[src/rtl/cpu_structs_pkg.sv]
// rtl/cpu_structs_pkg.sv - shared CPU pipeline types
package cpu_structs_pkg;

  typedef enum logic [1:0] {
    IDLE    = 2'd0,
    EXEC    = 2'd1,
    WAIT_DN = 2'd2
  } STAGE_CTRL_ST_T;

endpackage

[src/rtl/logic_params_pkg.sv]
// rtl/logic_params_pkg.sv - shared boolean constants
package logic_params_pkg;

  localparam logic TRUE  = 1'b1;
  localparam logic FALSE = 1'b0;

endpackage

[src/rtl/stage_ctrl.sv]
// rtl/stage_ctrl.sv - flushable multi-cycle stage sequencer between two pipes
module stage_ctrl
  import logic_params_pkg::*;
  import cpu_structs_pkg::*;
#(
  parameter type T_IN  = logic,
  parameter type T_OUT = logic,
  parameter int  LAT_W = 4
) (
  input  logic             clk_in,
  input  logic             reset_in,
  input  logic             flush_in,
  input  logic             up_valid_in,
  input  T_IN              up_data_in,
  output logic             up_read_out,
  input  logic [LAT_W-1:0] op_lat_in,
  output T_IN              cur_data_out,
  input  T_OUT             exec_result_in,
  input  logic             dn_full_in,
  output logic             dn_write_out,
  output T_OUT             dn_data_out,
  output logic             busy_out
);

  STAGE_CTRL_ST_T   state;
  logic [LAT_W-1:0] cnt;
  T_IN              cur_q;
  T_OUT             res_q;
  logic             done_ok;
  logic             pop;

  always_comb begin
    done_ok     = FALSE;
    dn_data_out = res_q;
    case (state)
      EXEC: begin
        if (cnt == '0) begin
          dn_data_out = exec_result_in;
          if (!dn_full_in) done_ok = TRUE;
        end
      end
      WAIT_DN: begin
        if (!dn_full_in) done_ok = TRUE;
      end
      default: ;
    endcase
    // Reset is asynchronous, so the combinational handshakes must drop with it too.
    if (flush_in || !reset_in) done_ok = FALSE;
  end

  assign pop          = reset_in & up_valid_in & ~flush_in & ((state == IDLE) | done_ok);
  assign up_read_out  = pop;
  assign dn_write_out = done_ok;
  assign cur_data_out = cur_q;
  assign busy_out     = (state != IDLE);

  always_ff @(posedge clk_in or negedge reset_in) begin
    if (!reset_in) begin
      state <= IDLE;
      cnt   <= '0;
      cur_q <= '0;
      res_q <= '0;
    end else if (flush_in) begin
      state <= IDLE;
      cnt   <= '0;
    end else if (pop) begin
      cur_q <= up_data_in;
      cnt   <= op_lat_in;
      state <= EXEC;
    end else if (done_ok) begin
      state <= IDLE;
    end else if (state == EXEC) begin
      // Completion without done_ok means the downstream pipe is full: latch the result.
      if (cnt != '0) begin
        cnt <= cnt - LAT_W'(1);
      end else begin
        res_q <= exec_result_in;
        state <= WAIT_DN;
      end
    end
  end

endmodule

[config.mk]
export PLATFORM = sky130hd
export DESIGN_NAME = stage_ctrl
export DESIGN_NICKNAME = d
export VERILOG_FILES = /design/src/rtl/cpu_structs_pkg.sv /design/src/rtl/logic_params_pkg.sv /design/src/rtl/stage_ctrl.sv
export SDC_FILE = /design/constraint.sdc
export NUM_CORES = 1
export LEC_CHECK = 0
export ABC_AREA = 1
export CAP_MARGIN = 25
export CORE_MARGIN = 3
export CORE_UTILIZATION = 35
export CTS_CLUSTER_SIZE = 8
export DETAILED_ROUTE_END_ITERATION = 8
export GPL_ROUTABILITY_DRIVEN = 1
export GPL_TIMING_DRIVEN = 1
export SYNTH_ARGS = -nofsm -noshare
export SYNTH_HDL_FRONTEND = slang
export SYNTH_SLANG_ARGS = --single-unit
[constraint.sdc]
create_clock -name clk_in -period 1.6 [get_ports clk_in]
set_input_delay 0.32 -clock clk_in [delete_from_list [all_inputs] [get_ports clk_in]]
set_output_delay 0.32 -clock clk_in [all_outputs]
set_load 0.02 [all_outputs]
# Yosys cells after proc, flatten, opt, wreduce, memory -nomap -nowiden

Index checks and enable logic that the tools add are counted.

Output and inout port bits: 5
Input bits: 11
Flip-flop bits (word level): 8
Logic and storage cells: 46

Add/sub/neg operators: 1
Muxes and demuxes: 16
Eq/ne operators: 4
Reductions and logical operators: 13
Bitwise gates (word level): 8

Operators with widths:

| cell                                                 | number |
|---|---|
| two-way mux 4 bit                                    | 5 |
| two-way mux 2 bit                                    | 5 |
| nonzero test 4 bit                                   | 2 |
| nonzero test 3 bit                                   | 2 |
| two-way mux 1 bit                                    | 5 |
| AND reduction 5 bit                                  | 1 |
| logical NOT 4 bit                                    | 1 |
| inequality test 4 bit (second input constant)        | 1 |
| inverter 1 bit                                       | 4 |
| AND reduction 2 bit                                  | 2 |
| subtractor 4 x 1 -> 4 bit (second input constant)    | 1 |
| AND 1 bit                                            | 3 |
| inequality test 3 bit (second input constant)        | 1 |
| AND reduction 3 bit                                  | 1 |
| equality test 2 x 1 -> 1 bit (second input constant) | 1 |
| equality test 2 bit (second input constant)          | 1 |
| logical NOT 2 bit                                    | 1 |
| case mux 1 bit (2 select lines)                      | 1 |
| nonzero test 2 bit                                   | 1 |
| logical NOT 1 bit                                    | 1 |
| logical OR 1 bit                                     | 1 |
| bitwise OR 1 bit                                     | 1 |

# Logic depth before layout (Yosys ltp)

Depth in word-level cells: 8
Gate-level depth with buffers: 12
Gate-level depth less buffers: 11

# Worst setup path after synthesis

OpenSTA, ideal clock, no wires.

Kind: register to output
Start: register state[0]
End: output port up_read_out
Arrival: 1300 ps
Stages on the path, launching flop included: 10
Setup slack: -20 ps
Path buffers: 1
Cells stage by stage: dfrtp_1 -> inv_1 -> ha_1 -> nand2_1 -> nor2_4 -> nand2_4 -> nand2_4 -> nand2_4 -> buf_6 -> inv_2

Cells in the longest elaborated chain, start to end: 5
Elaborated cells on any way between the ends: 7
Those cells by class: 2 x eq/ne; 2 x mux; 2 x bitwise; 1 x reduce/logical

RTL lines:

| element                                                                    | line             | RTL |
|---|---|---|
| start, declared                                                            | stage_ctrl.sv:25 | `STAGE_CTRL_ST_T state;` |
| start signal, assigned                                                     | stage_ctrl.sv:59 | `state <= IDLE;` |
| start signal, assigned                                                     | stage_ctrl.sv:64 | `state <= IDLE;` |
| start signal, assigned                                                     | stage_ctrl.sv:69 | `state <= EXEC;` |
| equality test 2 bit / equality test 2 x 1 -> 1 bit (equally long branches) | stage_ctrl.sv:35 | `case (state)` |
| case mux 1 bit (2 select lines)                                            | stage_ctrl.sv:35 |  |
| two-way mux 1 bit                                                          | stage_ctrl.sv:48 | `if (flush_in \|\| !reset_in) done_ok = FALSE;` |
| bitwise OR 1 bit *                                                         | stage_ctrl.sv:51 | `assign pop = reset_in & up_valid_in & ~flush_in & ((state == IDLE) \| done_ok);` |
| AND 1 bit *                                                                | stage_ctrl.sv:51 |  |
| end, declared                                                              | stage_ctrl.sv:15 | `output logic up_read_out,` |

Every way passes the cells marked *; elsewhere a longest branch is shown, timed or not.

# Final worst setup path

Start: register state[1]
End: output port up_read_out

Same word-level chain as after synthesis.

==> flow_summary.toml <==
[timing]
slew_viol_final = 0
holdWs_ns = 0.442
fin_worst_skew_ns = 0.00616
fmaxAchievable_mhz = 550
fin_crit_ns = 1.82
slew-limit-headroom_pct = 81.1
final-setup-viol-count = 8
tightestPinTransition_ns = 0.283
grt_setup_unrepaired = "true"
min_period_over_period_pct = 114
hold_viol = 0
setup_slack_ns = -0.218

[route]
drtPass1Iterations = 4
drc = 0
post_drt_wl_per_cell_um = 11.5
drt-initial-drc-count = 20
wirelength_um = 1530
vias_per_cell = 4.80
ant_nets = 0
vias = 638

[job]
maxCapViolations = 0

[logic_synthesis]
netlist_instances = 80
avgSynthCellArea_um2 = 7.71
synth_ff_type = "dfrtp_1"
synthTopCellsByArea = "dfrtp_1, nand2_1, nand3_1"
synth_most_common_cell = "nand2_1"
synth_edf_count = 0
synth_cell_types = 21
synth_area_um2 = 617
synth-seq-cells = 8
yosysSeqAreaShare_pct = 32.5
synth_warnings = 0
synth_top_area_share_pct = 32.5
netlist.top_cell.by_area = "dfrtp_1"
async_flop_share_pct = 100
syn-num-nets = 95
netlist_top_cells_count = "nand2_1, nand3_1, inv_1"

[setup_path]
r2r_slack_ns = -0.09
crit_top_cell = "nand2_4"
start_kind = "flip-flop"
criticalPathCategory = "flip-flop to output port"
worst_path_largest_cell_delay_ns = 0.38
cp-end-kind = "output port"
path_buf_inv = 3
cp.depth = 9
crit_slowest_cell = "dfrtp_1"
cp_max_fo = 3
path_cells = "inv_2 -> ha_4 -> nand2_4 -> nor2_4 -> nand2_4 -> nand2_4 -> nand2_4 -> inv_4 -> buf_6"
r2r_start = "state[0]"
reg2reg_depth = 12
crit_family = "flip-flops"
r2r-end = "cnt[0]"
crit_required_ns = 1.28
cp.arrival_ns = 1.50

[floorplanning]
fp.coreArea_mm2 = 0.00158
die_y_um = 48.0
rows = 14
die_x_um = 48.0
initial_core_util_pct = 39.1
pin_count = 16
dieArea_mm2 = 0.00230

[clock_tree]
cts.sinks = 8
cts_tree = "yes"
cts_root_buf = "clkbuf_4"
clkSlewWorstSetupHoldPaths_ns = 0.05
ctsHtreeMaxLevel = 1
ctsLongestPathBuffers = 2
cts_made_buffers = 3
clock_latency_ns = 0.25

[cells_and_area]
antennaDiodeCount = 0
finalNetCount = 134
drive_above_1_share_pct = 41.9
area_delta_synth_final_pct = 65.3

[global_routing]
grt_pass1_vias = 551
grt_usage_pct = 14.1
grt_pass1_wl_um = 2290
grt_max_degree = 14
overflow = 0
antenna_found_initial = 0

[run_status]
violations = "setup timing"
run_status = "finished with violations"

[power]
ir_drop_uv = 723
p_leak_nw = 0.536
p_per_area_mw_per_mm2 = 1130

[hold_path]
hold_path_class = "input port to async pin"

[placement]
port_buffers = 15
dp_slack_ns = -0.648
routabilityCongestion = 0.914
post-dp-hpwl_um = 1160
## cell families after synthesis
logic type | Yosys count | share of synthesized area, %
AOI/OAI and AO/OA | 4 | 3.24
xor gates and xnor gates | 2 | 2.84
adders and majority gates | 4 | 8.11
buffers and inverters | 14 | 9.94
DFF | 8 | 32.5
and+or+nand+nor | 48 | 43.4
## registers in the layout (all words and copies together), names as in the netlist
signal,flops
state,2
cnt,4
res_q,1
cur_data_out,1
## final cells by class
class                   instances  area [um2]
clock buffers                   3        22.5
multi-input cells              58         419
repair buffers                 36         310
inverters                      12        47.5
flip-flops and latches          8         200
fillers                       134         557
well taps                      16        20.0
## worst max-delay path by stage
stage / start / end / slack (ns)
floorplan: state[0] / up_read_out / 0.002
global placement: reset_in / up_read_out / -0.61
detailed placement: reset_in / up_read_out / -0.65
CTS: state[1] / up_read_out / -0.25
global route: state[0] / up_read_out / -0.29
finish: state[1] / up_read_out / -0.22
## per-stage QoR
stage               power, mW  cells  cell area, um2  TNS, ns  utilization (%)
floorplan               0.670     80             619        0                -
global placement        0.919    127             908    -3.04             57.6
detailed placement      0.927    127             908    -3.34             57.6
CTS                      1.10    132             972    -1.20             61.7
global route             1.26    133            1020    -2.11             64.7
finish                   1.16    133            1020   -0.961             64.7
## metal layers
layer / vias up / wire [um] / GRT usage [%]
met4: 0 / 6 / 8.06
met1: 289 / 720 / 19.7
met5: - / 0 / 0
met2: 15 / 740 / 21.1
li1: 332 / - / -
met3: 2 / 66 / 1.13
## what timing repair did
action | in CTS | in global routing
setup buffers | 2 | 1
gates resized for setup | 25 | 8
setup endpoints to repair | 11 | 12
hold buffers | 0 | 0
pin swaps | 5 | 1
## placed cells by master (no fill, tap or decap), types with 2 or more instances in the layout
master           instances
nand3_2                  4
xor2_1                   2
inv_2                    4
clkbuf_4                 3
ha_4                     3
o21ai_1                  2
nor2_1                   2
inv_1                    7
buf_6                    3
dfrtp_1                  8
buf_4                   21
nand4_1                  4
nand2_4                  5
nand3_1                  8
clkdlybuf4s50_1         11
nand2_1                 20
## power by group
part	internal, mW	switching [mW]	total, mW
Sequential	0.268	0.0380	0.306
Clock	0.0852	0.0600	0.145
Combinational	0.348	0.357	0.706
Power figures use the tool's default switching activity.
==> RTL edit 1, RTL diff (same settings) <==
Encoding of `STAGE_CTRL_ST_T`: now one-hot (3 bits for 3 values).
--- a/src/rtl/cpu_structs_pkg.sv
+++ b/src/rtl/cpu_structs_pkg.sv
@@ -2,8 +2,8 @@
 package cpu_structs_pkg;
 
-  typedef enum logic [1:0] {
-    IDLE    = 2'd0,
-    EXEC    = 2'd1,
-    WAIT_DN = 2'd2
+  typedef enum logic [2:0] {
+    IDLE    = 3'b001,
+    EXEC    = 3'b010,
+    WAIT_DN = 3'b100
   } STAGE_CTRL_ST_T;
 
Check against the original RTL: no difference found for any inputs over 10 cycles, from zero or initial values and one cycle with reset_in low; not proved beyond that.
==> RTL edit 1 against the unedited design <==
The run still ends with setup timing left. First-iteration DRC count is 45% lower. Setup slack worse by 0.043 ns. Critical path depth stayed put. Design area is 20% higher. Synthesized area is 13% higher. Critical endpoint unchanged. Wire length is 20% higher. Sequential cell count is 1 higher. Clock skew hardly changed. Power is 7.5% lower. Register-to-register slack worse by 0.05 ns.
==> RTL edit 1: results (changes against the unedited design) <==
| Metric | Value |
|---|---|
| GR Util All Layers | `0.1600 (was 0.1409)` |
| Sequential area share after synthesis | `0.3244 (was 0.3245)` |
| Top cells by area, synth | `dfrtp_1 29%, nand3_1 11%, nand2_1 9.7%, nand2_4 9.7%, nor2_4 4.8% (was dfrtp_1 32%, nand2_1 13%, nand3_1 8.9%, ha_1 8.1%, nand2_4 7.3%)` |
| DP HPWL | `1.310 mm (was 1.158 mm)` |
| Leakage power | `0.0006302 µW (was 0.0005364 µW)` |
| Final Non-Filler Cells | `160 (was 133)` |
| M1 GR Usage | `0.2145 (was 0.1968)` |
| Worst skew pair latency | `0.27 ns (was 0.25 ns)` |
| Vias in the first global route | `734 (was 551)` |
| Routed wl met2 | `901 µm (was 740 µm)` |
| Status | `finished, violations left (unchanged)` |
| Failing checks | `setup timing (unchanged)` |
| Largest net degree at the start of global routing | `9 (was 14)` |
| Clk pwr share | `0.171 (was 0.126)` |
| Pwr dens | `873.0 nW/µm² (was 1134 nW/µm²)` |
| Met2 Use GR | `0.2630 (was 0.2111)` |
| Clk_skew | `0.005810 ns (was 0.006158 ns)` |
| Cell variety after synth | `23 (was 21)` |
| Final setup TNS | `-1.368 ns (was -0.9609 ns)` |
| Post-synth top cells | `18 x nand2_1, 16 x nand3_1, 8 x dfrtp_1 (was 21 x nand2_1, 11 x nand3_1, 10 x inv_1)` |
| Via density per instance | `4.425 (was 4.797)` |
| Share of cells above drive strength 1 | `0.6000 (was 0.4188)` |
| Placer Congestion | `0.8541 (was 0.9141)` |
| DRT iter0 DRCs | `11 (was 20)` |
| Largest registers | `cnt: 4 flops, state: 3 flops (was cnt: 4 flops, state: 2 flops)` |
| Final Setup Violations | `11 (was 8)` |
| First-pass GRT wire length | `3.160 mm (was 2.290 mm)` |
| Final worst slack | `-0.2609 ns (was -0.2181 ns)` |
| DR pass1 iterations | `5 (was 4)` |
| Worst Tran Pin Value | `0.2657 ns (was 0.2828 ns)` |
| Placed insts | `147 (was 127)` |
| DR WL/cell | `11.48 µm (was 11.53 µm)` |
| VDD IR-drop max | `0.6612 mV (was 0.7231 mV)` |
| Met3 wire len | `102 µm (was 66 µm)` |
## RTL edit 1: changes by cell type in the layout (fill, tap and decap cells not counted), moves of 3 or more
cell     unedited run  this run
nand3_1             8        11
nand2_1            20        14
buf_4              21        31
nand2_2             1         9
nor2_4              1         4
nand4_1             4         0
## RTL edit 1: cell families after synthesis
kind of cell             Yosys count  share of synthesized area
XOR/XNOR                           2                    0.02509
adder cells (fa/ha/maj)            1                    0.01792
buffers and inverters             11                    0.06632
flip-flops                         9                     0.3244
AO/OA/AOI/OAI                      6                    0.07348
AND/OR/NAND/NOR                   54                     0.4928
## RTL edit 1: repair_timing
item,4_1_cts,5_1_grt
pin swaps,9,7
setup endpoints to repair,9,13
resized for setup,31,8
setup buffers,6,4
## RTL edit 1: critical path: stages, from the launching register on
cell and delay (ns):
dfrtp_1 0.39, inv_2 0.08, ha_4 0.14, nand2_4 0.06, nor2_4 0.10, nand2_4 0.08, nand2_4 0.07, nand2_4 0.06
a21oi_4 0.16, buf_6 0.13
## RTL edit 1: worst paths after layout
path	startpoint	endpoint	cells after the start	slack (ns)
setup / recovery	cnt[1]	up_read_out	9	-0.26
hold / removal	reset_in	cur_data_out	2	0.40
setup reg to reg	cnt[1]	cnt[0]	14	-0.14
hold reg to reg	cur_data_out	cur_data_out	2	0.48
max in group asynchronous	reset_in	state[0]	2	0.95
min in group clk_in	cur_data_out	cur_data_out	2	0.48
## RTL edit 1: cell type report
| class | count | area [µm²] |
|---|---|---|
| Clock buffer | 4 | 26.28 |
| Fill cell | 153 | 575.6 |
| Inverter | 11 | 46.29 |
| Multi-Input combinational cell | 63 | 491.7 |
| Sequential cell | 9 | 226.5 |
| Tap cell | 25 | 31.28 |
| Timing Repair Buffer | 48 | 404.1 |
==> RTL edit 2, RTL diff (same settings) <==
Made on the original files. Set the parameter `LAT_W` to 3 (it was 4).
--- a/src/rtl/stage_ctrl.sv
+++ b/src/rtl/stage_ctrl.sv
@@ -6,5 +6,5 @@
   parameter type T_IN  = logic,
   parameter type T_OUT = logic,
-  parameter int  LAT_W = 4
+  parameter int  LAT_W = 3
 ) (
   input  logic             clk_in,
Ports: changed (resized op_lat_in); port bits go from 16 to 15. The function was not compared with the original's and may differ.
==> RTL edit 2 against the unedited design <==
Clock power rose by 11%. Design area up 2.0%. Fmax increased by 0.47%. Critical endpoint unchanged. Synthesized cell count fell by 7.5%. Sequential cell count decreased by 1. Power is 28% lower. Register-to-register slack improved by 0.10 ns. Synthesized area fell by 14%. Combinational power down 37%. Wire length down 2.0%. Largest cell class unchanged. The flow still finishes with violations (setup timing). Setup slack improved by 0.0084 ns. Highest routed layer unchanged.
==> RTL edit 2: results (changes against the unedited design) <==
| Metric | Value |
|---|---|
| Fin. Hold Viols | `0 (unchanged)` |
| VDD IR-drop max | `0.7589 mV (was 0.7231 mV)` |
| Largest net degree at the start of global routing | `10 (was 14)` |
| Largest registers | `cnt: 3 flops, state: 2 flops (was cnt: 4 flops, state: 2 flops)` |
| Placer Congestion | `0.8015 (was 0.9141)` |
| Clock slew at reported path FFs | `0.05 ns (about the same)` |
| N_diodes | `0 (unchanged)` |
| Top cells by area, synth | `dfrtp_1 33%, nand2_1 16%, ha_1 12%, inv_1 11%, nand3_1 4.7% (was dfrtp_1 32%, nand2_1 13%, nand3_1 8.9%, ha_1 8.1%, nand2_4 7.3%)` |
| Syn nets | `89 (was 95)` |
| Cell variety after synth | `17 (was 21)` |
| Leakage power | `0.0005158 µW (was 0.0005364 µW)` |
| M1 GR Usage | `0.1744 (was 0.1968)` |
| GR Util All Layers | `0.1675 (was 0.1409)` |
| Number of buffers created by CTS | `3 (unchanged)` |
| Final Setup Violations | `3 (was 8)` |
| Status | `finished, violations left (unchanged)` |
| Worst skew pair latency | `0.25 ns (about the same)` |
| Sequential area share after synthesis | `0.3302 (was 0.3245)` |
| Root Buffer | `clkbuf_4 (unchanged)` |
| First-pass GRT wire length | `2.415 mm (was 2.290 mm)` |
| CTS H-Tree Depth | `1 (unchanged)` |
| Nets | `130 (was 134)` |
| Met2 Use GR | `0.3107 (was 0.2111)` |
| DR pass1 iterations | `4 (unchanged)` |
| Final worst slack | `-0.2097 ns (was -0.2181 ns)` |
| DP HPWL | `1.009 mm (was 1.158 mm)` |
| Routed wl met2 | `771 µm (was 740 µm)` |
| Met3 wire len | `83 µm (was 66 µm)` |
| Async SR Flop Fraction | `1.000 (unchanged)` |
| M3 GR Usage | `0.03187 (was 0.01128)` |
| CTS Buffer Depth | `2 (unchanged)` |
| Port Buf Inserts | `14 (was 15)` |
| Fillcell total | `110 (was 134)` |
| Top sig layer | `met4 (unchanged)` |
| Max FO, Critical Path | `2 (was 3)` |
| Worst Tran Pin Value | `0.2509 ns (was 0.2828 ns)` |
| Critical path's largest stage delay | `0.38 ns (about the same)` |
| DR WL/cell | `11.64 µm (was 11.53 µm)` |
| Post-synth top cells | `22 x nand2_1, 16 x inv_1, 7 x dfrtp_1 (was 21 x nand2_1, 11 x nand3_1, 10 x inv_1)` |
| Share of cells above drive strength 1 | `0.5351 (was 0.4188)` |
| Vias in the first global route | `587 (was 551)` |
| Vias | `583 (was 638)` |
| Crit path max-delay family | `flip-flops (unchanged)` |
| Met1 WL | `631 µm (was 720 µm)` |
| DRT iter0 DRCs | `4 (was 20)` |
| Failing checks | `setup timing (unchanged)` |
| #FFs+latches synth | `7 (was 8)` |
| Syn. warnings | `0 (unchanged)` |
| Clk_skew | `0.006605 ns (was 0.006158 ns)` |
## RTL edit 2: layout make-up
cell class              count  area [µm²]  area share
clock buffers               4       26.28     0.02527
well taps                  15       18.77     0.01805
flip-flops and latches      7       175.2      0.1685
repair buffers             36       315.3      0.3032
inverters                  18       67.56     0.06498
multi-input cells          49       436.7      0.4200
## RTL edit 2: final timing paths
kind	start	end	slack, ns	cells past startpoint
setup / recovery	state[1]	up_read_out	-0.21	10
hold / removal	reset_in	cur_data_out	0.40	2
setup reg to reg	state[1]	cnt[1]	0.01	13
hold reg to reg	cur_data_out	cur_data_out	0.48	2
max in group asynchronous	reset_in	cnt[2]	1.07	2
min in group clk_in	cur_data_out	cur_data_out	0.48	2
## RTL edit 2: repair_timing
action	CTS	global route
hold endpoints to repair	0	0
endpoints found under the setup margin	8	10
pin swaps	6	12
setup buffers	4	5
gates resized for setup	46	14
## RTL edit 2: cell families after synthesis
group                      synth area share
buffers and inverters                0.1274
adders and majority gates            0.1179
and+or+nand+nor                      0.3538
DFF                                  0.3302
AOI/OAI and AO/OA                   0.07074
## RTL edit 2: power breakdown
part	leakage, µW	switching (µW)	internal, µW
Clock	0.0000150	65.7	95.2
Sequential	0.0000917	18.2	209
Combinational	0.000409	216	230
Total	0.000516	300	534
## RTL edit 2: through the flow
step | total power [µW] | cells | TNS, ns | setup slack (ns) | instance area [µm²]
finish | 834.6 | 129 | -0.5683 | -0.2097 | 1040
global route | 896.7 | 129 | -1.069 | -0.2880 | 1040
CTS | 779.9 | 126 | -0.5750 | -0.2308 | 954.7
detailed placement | 539.5 | 118 | -2.271 | -0.6053 | 802.0
global placement | 529.4 | 118 | -2.123 | -0.5883 | 802.0
floorplan | 390.6 | 74 | 0 | 0.01689 | 530.5
